==> src/rtl/sig_splice_pkg.sv <==
// Shared types and helpers for the sig_splice packer: slot encoding, lane width, parity.
package sig_splice_pkg;

    typedef enum logic [1:0] {
        SLOT_I0_LO = 2'd0,
        SLOT_I1_LO = 2'd1,
        SLOT_I0_HI = 2'd2,
        SLOT_I1_HI = 2'd3
    } slot_e;

    function automatic int lane_w_of(input int data_w);
        return data_w / 2;
    endfunction

    // Even parity bit: set when the word holds an odd number of ones.
    function automatic logic even_par(input logic [63:0] v);
        return ^v;
    endfunction

endpackage

==> src/rtl/sig_splice_outreg.sv <==
// Output holding register for the packer: pair data, valid flag and (with
// SIG_SPLICE_PARITY_EN) the registered parity bits.
module sig_splice_outreg #(
    parameter int DATA_W = 8
) (
    input  logic              clk,
    input  logic              rst_n,
    input  logic              load,
    input  logic              out_ready,
    input  logic [DATA_W-1:0] ld_i0,
    input  logic [DATA_W-1:0] ld_i1,
`ifdef SIG_SPLICE_PARITY_EN
    input  logic [1:0]        ld_par,
    output logic [1:0]        out_par,
`endif
    output logic [DATA_W-1:0] out_i0,
    output logic [DATA_W-1:0] out_i1,
    output logic              out_valid
);

    logic [DATA_W-1:0] out_i0_q, out_i0_d;
    logic [DATA_W-1:0] out_i1_q, out_i1_d;
    logic              out_valid_q, out_valid_d;
`ifdef SIG_SPLICE_PARITY_EN
    logic [1:0]        out_par_q, out_par_d;
`endif

    always_comb begin
        out_i0_d    = out_i0_q;
        out_i1_d    = out_i1_q;
        out_valid_d = out_valid_q;
`ifdef SIG_SPLICE_PARITY_EN
        out_par_d   = out_par_q;
`endif
        if (load) begin
            out_i0_d    = ld_i0;
            out_i1_d    = ld_i1;
            out_valid_d = 1'b1;
`ifdef SIG_SPLICE_PARITY_EN
            out_par_d   = ld_par;
`endif
        end else if (out_valid_q && out_ready) begin
            out_valid_d = 1'b0;
        end
    end

    always_ff @(posedge clk or negedge rst_n) begin
        if (!rst_n) begin
            out_i0_q    <= '0;
            out_i1_q    <= '0;
            out_valid_q <= 1'b0;
`ifdef SIG_SPLICE_PARITY_EN
            out_par_q   <= 2'b00;
`endif
        end else begin
            out_i0_q    <= out_i0_d;
            out_i1_q    <= out_i1_d;
            out_valid_q <= out_valid_d;
`ifdef SIG_SPLICE_PARITY_EN
            out_par_q   <= out_par_d;
`endif
        end
    end

    assign out_i0    = out_i0_q;
    assign out_i1    = out_i1_q;
    assign out_valid = out_valid_q;
`ifdef SIG_SPLICE_PARITY_EN
    assign out_par   = out_par_q;
`endif

endmodule

==> src/rtl/sig_splice_packer.sv <==
// Nibble-stream to (i0,i1) byte-pair packer feeding the sig_splice datapath.
// Optional macro SIG_SPLICE_PARITY_EN adds the registered out_par port.
module sig_splice_packer
    import sig_splice_pkg::*;
#(
    parameter int DATA_W = 8
) (
    input  logic                       clk,
    input  logic                       rst_n,
    input  logic [lane_w_of(DATA_W)-1:0] in_data,
    input  logic                       in_valid,
    output logic                       in_ready,
    output logic [DATA_W-1:0]          out_i0,
    output logic [DATA_W-1:0]          out_i1,
`ifdef SIG_SPLICE_PARITY_EN
    output logic [1:0]                 out_par,
`endif
    output logic                       out_valid,
    input  logic                       out_ready
);

    localparam int LANE_W = lane_w_of(DATA_W);

    logic [1:0]        cnt_q, cnt_d;
    logic              asm_full_q, asm_full_d;
    logic [DATA_W-1:0] asm_i0_q, asm_i0_d;
    logic [DATA_W-1:0] asm_i1_q, asm_i1_d;
    logic              xfer;
    logic              in_fire;
    logic              out_valid_w;

    // xfer needs asm_full already set, so it never races the slot3 fill.
    assign xfer     = asm_full_q && (!out_valid_w || out_ready);
    assign in_ready = !asm_full_q || xfer;
    assign in_fire  = in_valid && in_ready;

    always_comb begin
        cnt_d      = cnt_q;
        asm_full_d = asm_full_q;
        asm_i0_d   = asm_i0_q;
        asm_i1_d   = asm_i1_q;
        if (xfer) begin
            asm_full_d = 1'b0;
        end
        if (in_fire) begin
            cnt_d = cnt_q + 2'd1;
            unique case (slot_e'(cnt_q))
                SLOT_I0_LO: asm_i0_d[LANE_W-1:0]      = in_data;
                SLOT_I1_LO: asm_i1_d[LANE_W-1:0]      = in_data;
                SLOT_I0_HI: asm_i0_d[DATA_W-1:LANE_W] = in_data;
                SLOT_I1_HI: begin
                    asm_i1_d[DATA_W-1:LANE_W] = in_data;
                    asm_full_d                = 1'b1;
                end
                default: ;
            endcase
        end
    end

    always_ff @(posedge clk or negedge rst_n) begin
        if (!rst_n) begin
            cnt_q      <= 2'd0;
            asm_full_q <= 1'b0;
            asm_i0_q   <= '0;
            asm_i1_q   <= '0;
        end else begin
            cnt_q      <= cnt_d;
            asm_full_q <= asm_full_d;
            asm_i0_q   <= asm_i0_d;
            asm_i1_q   <= asm_i1_d;
        end
    end

`ifdef SIG_SPLICE_PARITY_EN
    logic [1:0] asm_par;
    assign asm_par = {even_par(64'(asm_i1_q)), even_par(64'(asm_i0_q))};
`endif

    sig_splice_outreg #(
        .DATA_W (DATA_W)
    ) u_outreg (
        .clk       (clk),
        .rst_n     (rst_n),
        .load      (xfer),
        .out_ready (out_ready),
        .ld_i0     (asm_i0_q),
        .ld_i1     (asm_i1_q),
`ifdef SIG_SPLICE_PARITY_EN
        .ld_par    (asm_par),
        .out_par   (out_par),
`endif
        .out_i0    (out_i0),
        .out_i1    (out_i1),
        .out_valid (out_valid_w)
    );

    assign out_valid = out_valid_w;

endmodule

==> config.mk <==
export PLATFORM = sky130hd
export DESIGN_NAME = sig_splice_packer
export DESIGN_NICKNAME = d
export VERILOG_FILES = /design/src/rtl/sig_splice_pkg.sv /design/src/rtl/sig_splice_outreg.sv /design/src/rtl/sig_splice_packer.sv
export SDC_FILE = /design/constraint.sdc
export NUM_CORES = 1
export LEC_CHECK = 0
export ABC_AREA = 0
export BUFFER_PORTS_ARGS = -buffer_cell sky130_fd_sc_hd__buf_2
export CORE_MARGIN = 2
export CORE_UTILIZATION = 33
export DETAILED_ROUTE_END_ITERATION = 16
export HOLD_SLACK_MARGIN = 0.06
export SLEW_MARGIN = 30
export SYNTH_ARGS = -nofsm -noshare
export SYNTH_HDL_FRONTEND = slang
export SYNTH_HIERARCHICAL = 1
export SYNTH_SLANG_ARGS = --single-unit
==> constraint.sdc <==
create_clock -name clk -period 3.14 [get_ports clk]
set_clock_uncertainty 0.2 [all_clocks]
set_input_delay 0.157 -clock clk [delete_from_list [all_inputs] [get_ports clk]]
set_output_delay 0.157 -clock clk [all_outputs]
set_load 0.01 [all_outputs]
## Yosys cells after proc, flatten, opt, wreduce, memory -nomap -nowiden

Index checks and enable logic that the tools add are counted.

| word-level totals | value |
|---|---|
| register bits after elaboration | 36 |
| word-level logic and storage cells | 31 |

| operators by class | value |
|---|---|
| add/sub/neg operators | 1 |
| equality and inequality tests | 3 |
| muxes and demuxes | 5 |
| reductions and logical operators | 13 |

Operators by type and width:

| kind | count |
|---|---|
| 2-bit AND reduction | 4 |
| 1-bit two-way mux | 5 |
| 2-bit equality test (second input constant) | 2 |
| 1-bit logical AND | 3 |
| 2-bit by 1-bit adder with 2-bit output (second input constant) | 1 |
| 2-bit by 1-bit equality test with 1-bit output (second input constant) | 1 |
| 1-bit logical NOT | 2 |
| 2-bit logical NOT | 1 |
| 1-bit logical OR | 2 |
| 2-bit nonzero test | 1 |

## Longest topological paths before layout

Gate-level depths: netlist of the first run.

| logic depth | value |
|---|---|
| depth after elaboration | 6 |
| mapped depth | 5 |

## Hierarchy

Netlist of the first run, hierarchy kept.

By module, submodules not included:

| module | times used | cells an instance | area an instance (um^2) | seq. area each (um^2) |
|---|---|---|---|---|
| sig_splice_packer | 1 | 56 | 897.1 | 475.5 |
| sig_splice_outreg | 1 | 37 | 683.2 | 425.4 |

## Worst setup path before layout of the first run

OpenSTA, ideal clock, no wires.

| path | value |
|---|---|
| kind | register to register |
| from | reg u_outreg.out_valid_q (netlist: u_outreg/out_valid) |
| to | reg u_outreg.out_i0_q[0] (netlist: u_outreg/out_i0[0]) |
| library setup time | 0.125 ns |
| arrival | 1.253 ns |
| required time | 2.815 ns |
| path slack | 1.562 ns |
| cell stages (with the launch flop) | 5 |
| buffers on the path | 2 |
| period minus slack after synthesis | 1.578 ns |
| cells stage by stage | dfrtp_1 -> a21boi_0 -> buf_6 -> buf_12 -> mux2_4 |

| between the ends | value |
|---|---|
| word-level cells in the longest chain between the ends | 3 |

RTL lines:

| what | RTL line | RTL |
|---|---|---|
| from (decl) | sig_splice_outreg.sv:23 | `logic out_valid_q, out_valid_d;` |
| from (signal assigned) | sig_splice_outreg.sv:58 | `out_valid_q <= out_valid_d;` |
| 1-bit logical NOT | sig_splice_packer.sv:33 | `assign xfer = asm_full_q && (!out_valid_w \|\| out_ready);` |
| 1-bit logical OR | sig_splice_packer.sv:33 |  |
| 1-bit logical AND | sig_splice_packer.sv:33 |  |
| named net xfer | sig_splice_packer.sv:28 | `logic xfer;` |
| to (signal assigned) | sig_splice_outreg.sv:56 | `out_i0_q <= out_i0_d;` |
| to (decl) | sig_splice_outreg.sv:21 | `logic [DATA_W-1:0] out_i0_q, out_i0_d;` |

The timed path passes the listed nets, and every way through them passes these cells.
A chain may end at the register's enable or synchronous reset.

## Final worst setup path of the first run

| path | value |
|---|---|
| from | in out_ready |
| to | reg u_outreg.out_i1_q[7] (netlist: u_outreg/out_i1[7]) |

| between the ends | value |
|---|---|
| word-level cells in the longest chain between the ends | 2 |

RTL lines:

| what | RTL line | RTL |
|---|---|---|
| from (decl) | sig_splice_packer.sv:19 | `input logic out_ready` |
| 1-bit logical OR | sig_splice_packer.sv:33 |  |
| 1-bit logical AND | sig_splice_packer.sv:33 |  |
| named net xfer | sig_splice_packer.sv:28 |  |
| to (signal assigned) | sig_splice_outreg.sv:57 | `out_i1_q <= out_i1_d;` |
| to (decl) | sig_splice_outreg.sv:22 | `logic [DATA_W-1:0] out_i1_q, out_i1_d;` |

The timed path passes the listed nets, and every way through them passes these cells.

==> results.md, run 1 <==
- Slew @ Worst Pin: 0.787 ns
- Slowest Stage Delay on Critical Path: 0.52 ns
- CTS root buf: clkbuf_8
- Core area: 0.00466 mm^2
- Port bufs: 25
- Vias in the first global route: 874
- Gr usage total: 11.3%
- Worst relative slew slack: 47.5%
- Avg Inst Size Synth: 17.0 um^2
- CP max FO: 10
- Worst path required time: 3.12 ns
- Fin crit period: 2.03 ns
- Seq cells post-synth: 36
- Pleak: 0.945 nW
- Max Freq: 492 MHz
- RSZ-0062 raised after global routing: false
- Worst hold slack: 0.281 ns
- Largest net degree at the start of global routing: 37
- Post-CTS Setup Bufs: 0
- Share of cells above drive strength 1: 56.2%
- YS warnings: 6
- Crit-path cells: dlygate4sd3_1, buf_2, inv_1, a21boi_2, buf_4, mux2_2
- Setup tns final: 0 ns
- Crit Reg-Reg Startpoint: u_outreg/out_valid
- Seq/Total Area, Yosys: 57.0%
- Routed wire length: 2740 um
- Net Count, Synth: 105
- Pwr/cell area: 1030 mW/mm^2
- Via Count: 837
- Skew-Pair Late Insertion Delay: 0.28 ns
- Maximum buffer depth of the clock tree: 2
- Synthesized cell area: 0.00158 mm^2
- Peak VDD IR: 341 uV
- First-pass GRT wire length: 4420 um
- Fin crit share: 64.7%
- # setup viols final: 0
- Worst hold path class: input port to asynchronous set/reset pin
- ANT nets after route: 0
- Status: finished clean
- Layout area overhead: 20.7%
- Die H: 73.2 um
- CP Capture Type: flip-flop
- R2R cell count: 3
- # fillers: 440
- # clock sinks: 36
- Die width: 73.2 um
- Slowest stage cell, crit path: dlygate4sd3_1
- GPL Wtd Cong: 0.757
- Detailed placement HPWL: 1930 um
- Clk pin slew, worst setup/hold paths: 0.08 ns
- Ports: 26
- Cell Rows: 25
- Critical Path AT: 2.01 ns
- Wirelength per Cell: 14.9 um
- Via-to-Cell Ratio: 4.55
- Hold Fails Final Rpt: 0
- Initial core utilization: 33.9%
- Die area: 0.00536 mm^2
- H-tree Lvls: 2
- Distinct cells, synth: 14
- Num CTS Buffers: 5
- R2r setup slk: 1.21 ns
- DRC: 0
- CP startpoint kind: input port
- Syn Inst Count: 93
- CP bufs+invs: 4
- Fin. max-slew vios: 0
- Setup Crit Path Kind: input port to flip-flop
- R2R Path End: u_outreg/out_i1[7]
- DR iter-0 viols: 20
- DRT Pass-1 Iters: 2
- TritonCTS clock tree: built
- Max-cap violations: 0
- # diodes: 0
- GRT overflow: 0
- Initial antenna violation count: 0
- Cell family with the largest share of critical-path delay: buffers and inverters
- Total Nets Final: 141
## stage by stage
step	area (um^2)	total power, mW	std cells	setup slack (ns)	utilization (%)
3_5_place_dp	1720	1.58	168	1.22	36.9
3_3_place_gp	1720	1.54	168	1.25	36.9
2_1_floorplan	1580	1.39	93	1.56	-
4_1_cts	1910	1.99	184	1.11	40.9
5_1_grt	1910	2.09	184	1.01	40.9
6_report	1910	1.97	184	1.11	40.9
## power by group
group / total (mW) / switching (mW) / leakage [nW] / internal (mW)
Clock: 0.398 / 0.163 / 0.0552 / 0.236
Sequential: 0.846 / 0.145 / 0.431 / 0.701
Combinational: 0.728 / 0.269 / 0.459 / 0.459
Total: 1.97 / 0.576 / 0.945 / 1.40
## cells in the mapped netlist
library cell | number | area [um^2]
dfrtp_1 | 36 | 901
mux2_4 | 21 | 315
mux2_2 | 12 | 135
buf_6 | 4 | 45.0
ha_1 | 4 | 50.1
inv_1 | 4 | 15.0
and3_4 | 3 | 33.8
nand2_1 | 3 | 11.3
a21boi_0 | 1 | 7.51
a21o_2 | 1 | 8.76
and2b_2 | 1 | 8.76
buf_12 | 1 | 20.0
nand3b_4 | 1 | 20.0
xnor2_1 | 1 | 8.76
## logic make-up after synthesis
group | Yosys count | share of synthesized area [%]
AO/OA/AOI/OAI | 2 | 1.03
multiplexers | 33 | 28.5
AND/OR/NAND/NOR | 8 | 4.67
buffers and inverters | 9 | 5.07
flip-flops | 36 | 57.0
adder cells (fa/ha/maj) | 4 | 3.17
XOR/XNOR | 1 | 0.554
## layout make-up
class	count	area [um^2]	share of cell area (%)
sequential	36	901	47.2
multi-input combinational	48	603	31.6
timing repair buffer	34	213	11.2
clock buffer	6	72.6	3.81
tap	54	67.6	3.54
clock inverter	2	35.0	1.84
inverter	4	15.0	0.787
## layer usage
layer  part of all wire [%]  track usage, %  vias up
met5                      0               0        -
met4                    1.1            3.70        0
met3                    5.7            4.70        6
met2                     45            17.2       22
met1                     48            14.6      426
li1                       -               -      383
## worst max path at each step
stage | startpoint | to | cells past startpoint
finish | out_ready | u_outreg/out_i1[7] | 6
global route | out_ready | u_outreg/out_i1[7] | 6
CTS | out_ready | u_outreg/out_i1[7] | 6
detailed placement | u_outreg/out_valid | u_outreg/out_i1[7] | 3
global placement | u_outreg/out_valid | u_outreg/out_i1[7] | 3
floorplan | u_outreg/out_valid | u_outreg/out_i0[0] | 4
## state kept, by name, indices dropped and copies added (netlist names)
| signal | count |
|---|---|
| u_outreg/out_i1 | 8 |
| asm_i0_q | 8 |
| u_outreg/out_valid | 1 |
| cnt_q | 2 |
| asm_i1_q | 8 |
| asm_full_q | 1 |
| u_outreg/out_i0 | 8 |
## cell usage in the layout, fill, tap and decap left out, drive strengths merged
cell type    netlist  layout
a21o               1       1
xnor2              1       1
and2b              1       1
ha                 4       4
nand2              3       3
nand3b             1       1
bufinv             0       1
and3               3       3
inv                4       4
buf                5      26
a21boi             1       1
clkbuf             0       6
dlygate4sd3        0       8
clkinv             0       1
mux2              33      33
dfrtp             36      36
## what timing repair did
action | 4_1_cts | 5_1_grt
gates resized for setup | 0 | 0
endpoints found under the hold margin | 55 | 0
hold buffers | 8 | 0
(Power assumes the default switching activity.)
==> inputs of run 2 (changes only) <==
==> constraint.sdc (replaced) <==
create_clock -name clk -period 1.93 [get_ports clk]
set_clock_uncertainty 0.2 [all_clocks]
set_input_delay 0.0965 -clock clk [delete_from_list [all_inputs] [get_ports clk]]
set_output_delay 0.0965 -clock clk [all_outputs]
set_load 0.01 [all_outputs]
==> results.md, run 2 (synthesized netlist as in run 1, its figures left out) <==
- Status: finished clean
- Num CTS Buffers: 5 (unchanged)
- Die area: 0.00536 mm^2 (unchanged)
- Clk pin slew, worst setup/hold paths: 0.08 ns (about the same)
- GRT overflow: 0 (unchanged)
- Port bufs: 25 (unchanged)
- Die width: 73.2 um (unchanged)
- Switching Fraction: 29.0% (-0.18 points)
- Slowest Stage Delay on Critical Path: 0.55 ns (+0.03 ns)
- Skew-Pair Late Insertion Delay: 0.29 ns (about the same)
- H-tree Lvls: 2 (unchanged)
- CTS root buf: clkbuf_8
- DR iter-0 viols: 30 (+50%)
- RSZ-0062 raised after global routing: false
- Slowest stage cell, crit path: dlygate4sd3_1
- Peak VDD IR: 549 uV (+61%)
- Slew @ Worst Pin: 0.786 ns (-0.000637 ns)
- Int Pwr: 2.28 mW (+64%)
- Cell family with the largest share of critical-path delay: buffers and inverters
- Via Count: 845 (+0.96%)
- Detailed placement HPWL: 1800 um (-7.0%)
- Non-Filler Instances: 184 (unchanged)
- # setup viols final: 0 (unchanged)
- Fin crit share: 84.8%
- Via-to-Cell Ratio: 4.59 (+0.96%)
- CP Capture Type: flip-flop
- Cell mode on critical path: nand2_1
- Post-CTS Setup Bufs: 0 (unchanged)
- Initial core utilization: 33.9% (unchanged)
- Ports: 26 (unchanged)
- Max Freq: 611 MHz
- Placed insts: 168 (unchanged)
- Max-cap violations: 0 (unchanged)
- Flop pwr share: 42.4% (-0.5 points)
- GRT met3 Usage: 4.56% (-0.14 points)
- Most common cell after layout, fill and taps aside: dfrtp_1
- Fin. max-slew vios: 0 (unchanged)
- Gr usage total: 11.3% (-0.013 points)
- Setup tns final: 0 ns (unchanged)
- Cell Rows: 25 (unchanged)
- Total Nets Final: 141 (unchanged)
- Initial antenna violation count: 0 (unchanged)
- Net switching power: 0.934 mW (+62%)
- Crit-path cells: ha_1, nand2_1, nand2_1, dlygate4sd3_1
- DRC: 0 (unchanged)
- Fin area: 0.00192 mm^2 (+0.85%)
- Routed wire length: 2610 um (-4.6%)
- Met1 usage: 16.1% (+1.5 points)
- Overall power: 3.22 mW (+63%)
- GRT busiest layer: met1
- Hold Fails Final Rpt: 0 (unchanged)
- CP bufs+invs: 1 (-3)
- Pleak: 0.948 nW (+0.22%)
- Largest net degree at the start of global routing: 37 (unchanged)
- Core area: 0.00466 mm^2 (unchanged)
- Maximum buffer depth of the clock tree: 2 (unchanged)
- Vias in the first global route: 862 (-1.4%)
- GPL Wtd Cong: 0.740 (-2.3%)
- Setup Crit Path Kind: flip-flop to flip-flop
- Worst hold slack: 0.220 ns (-0.0612 ns)
- Pwr/cell area: 1670 mW/mm^2 (+62%)
- # clock sinks: 36 (unchanged)
- First-pass GRT wire length: 4460 um (+0.93%)
- # diodes: 0 (unchanged)
- Fin crit period: 1.64 ns
- Share of cells above drive strength 1: 56.9% (+0.77 points)
- Layout area overhead: 21.7%
- TritonCTS clock tree: built
- CP max FO: 4 (-6)
- CP startpoint kind: flip-flop
- Commonest non-fill, non-tap cells in the layout: dfrtp_1, buf_2, mux2_4, mux2_2, dlygate4sd3_1
- Die H: 73.2 um (unchanged)
- Post-Route Utilization: 41.3% (+0.35 points)
- Wirelength per Cell: 14.2 um (-4.6%)
- Worst hold path class: input port to asynchronous set/reset pin
- Dpl ws: 0.361 ns (-0.863 ns)
- Worst relative slew slack: 47.6% (about the same)
- DRT Pass-1 Iters: 4 (+2)
- Critical Path AT: 1.61 ns (-0.40 ns)
- Clock network power share: 20.6% (+0.4 points)
- ANT nets after route: 0 (unchanged)
- Grt met2 use: 15.0% (-2.2 points)
- Comb pwr share: 36.9% (about the same)
- Placed inst area: 0.00173 mm^2 (+0.73%)
- Final worst slack: 0.294 ns (-0.813 ns)
- Worst path required time: 1.90 ns (-1.22 ns)
run 2: cell types whose count changed in the layout (fill, tap and decap cells not counted):
cell,change
clkinvlp_4,+1
buf_12,+1
buf_4,-1
clkbuf_1,-1
run 2: area by class of cell:
cell class | instances | area [um^2]
Fill cell | 421 | 2740
Sequential cell | 36 | 901
Multi-Input combinational cell | 48 | 603
Timing Repair Buffer | 34 | 225
Clock buffer | 5 | 68.8
Tap cell | 54 | 67.6
Clock inverter | 3 | 42.5
Inverter | 4 | 15.0
run 2: layer usage:
layer / part of all wire (%) / vias up
li1: - / 386
met2: 42 / 26
met5: 0 / -
met1: 50 / 425
met3: 6.2 / 8
met4: 1.9 / 0
run 2: timing repair:
item / in CTS / in global routing
hold buffers: 8 / 0
resized for setup: 0 / 0
endpoints found under the hold margin: 56 / 0
setup endpoints to repair: 0 / 0
run 2: power by group through the flow:
stage                     sequential [mW]  combinational (mW)  clock (mW)
final                                1.37                1.19       0.664
after global routing                 1.42                1.30       0.718
after CTS                            1.37                1.21       0.679
after detailed placement             1.39                1.19           0
after global placement               1.37                1.16           0
after floorplan                      1.42               0.843           0
run 2: final timing paths:
| kind | startpoint | to | slack, ns | cells past startpoint |
|---|---|---|---|---|
| setup / recovery | cnt_q[0] | asm_full_q | 0.29 | 4 |
| hold / removal | rst_n | u_outreg/out_i0[0] | 0.22 | 2 |
| setup reg to reg | cnt_q[0] | asm_full_q | 0.29 | 4 |
| hold reg to reg | u_outreg/out_i1[0] | u_outreg/out_i1[0] | 0.30 | 1 |
| max in group asynchronous | rst_n | asm_i0_q[6] | 0.81 | 2 |
| min in group clk | u_outreg/out_i1[0] | u_outreg/out_i1[0] | 0.30 | 1 |
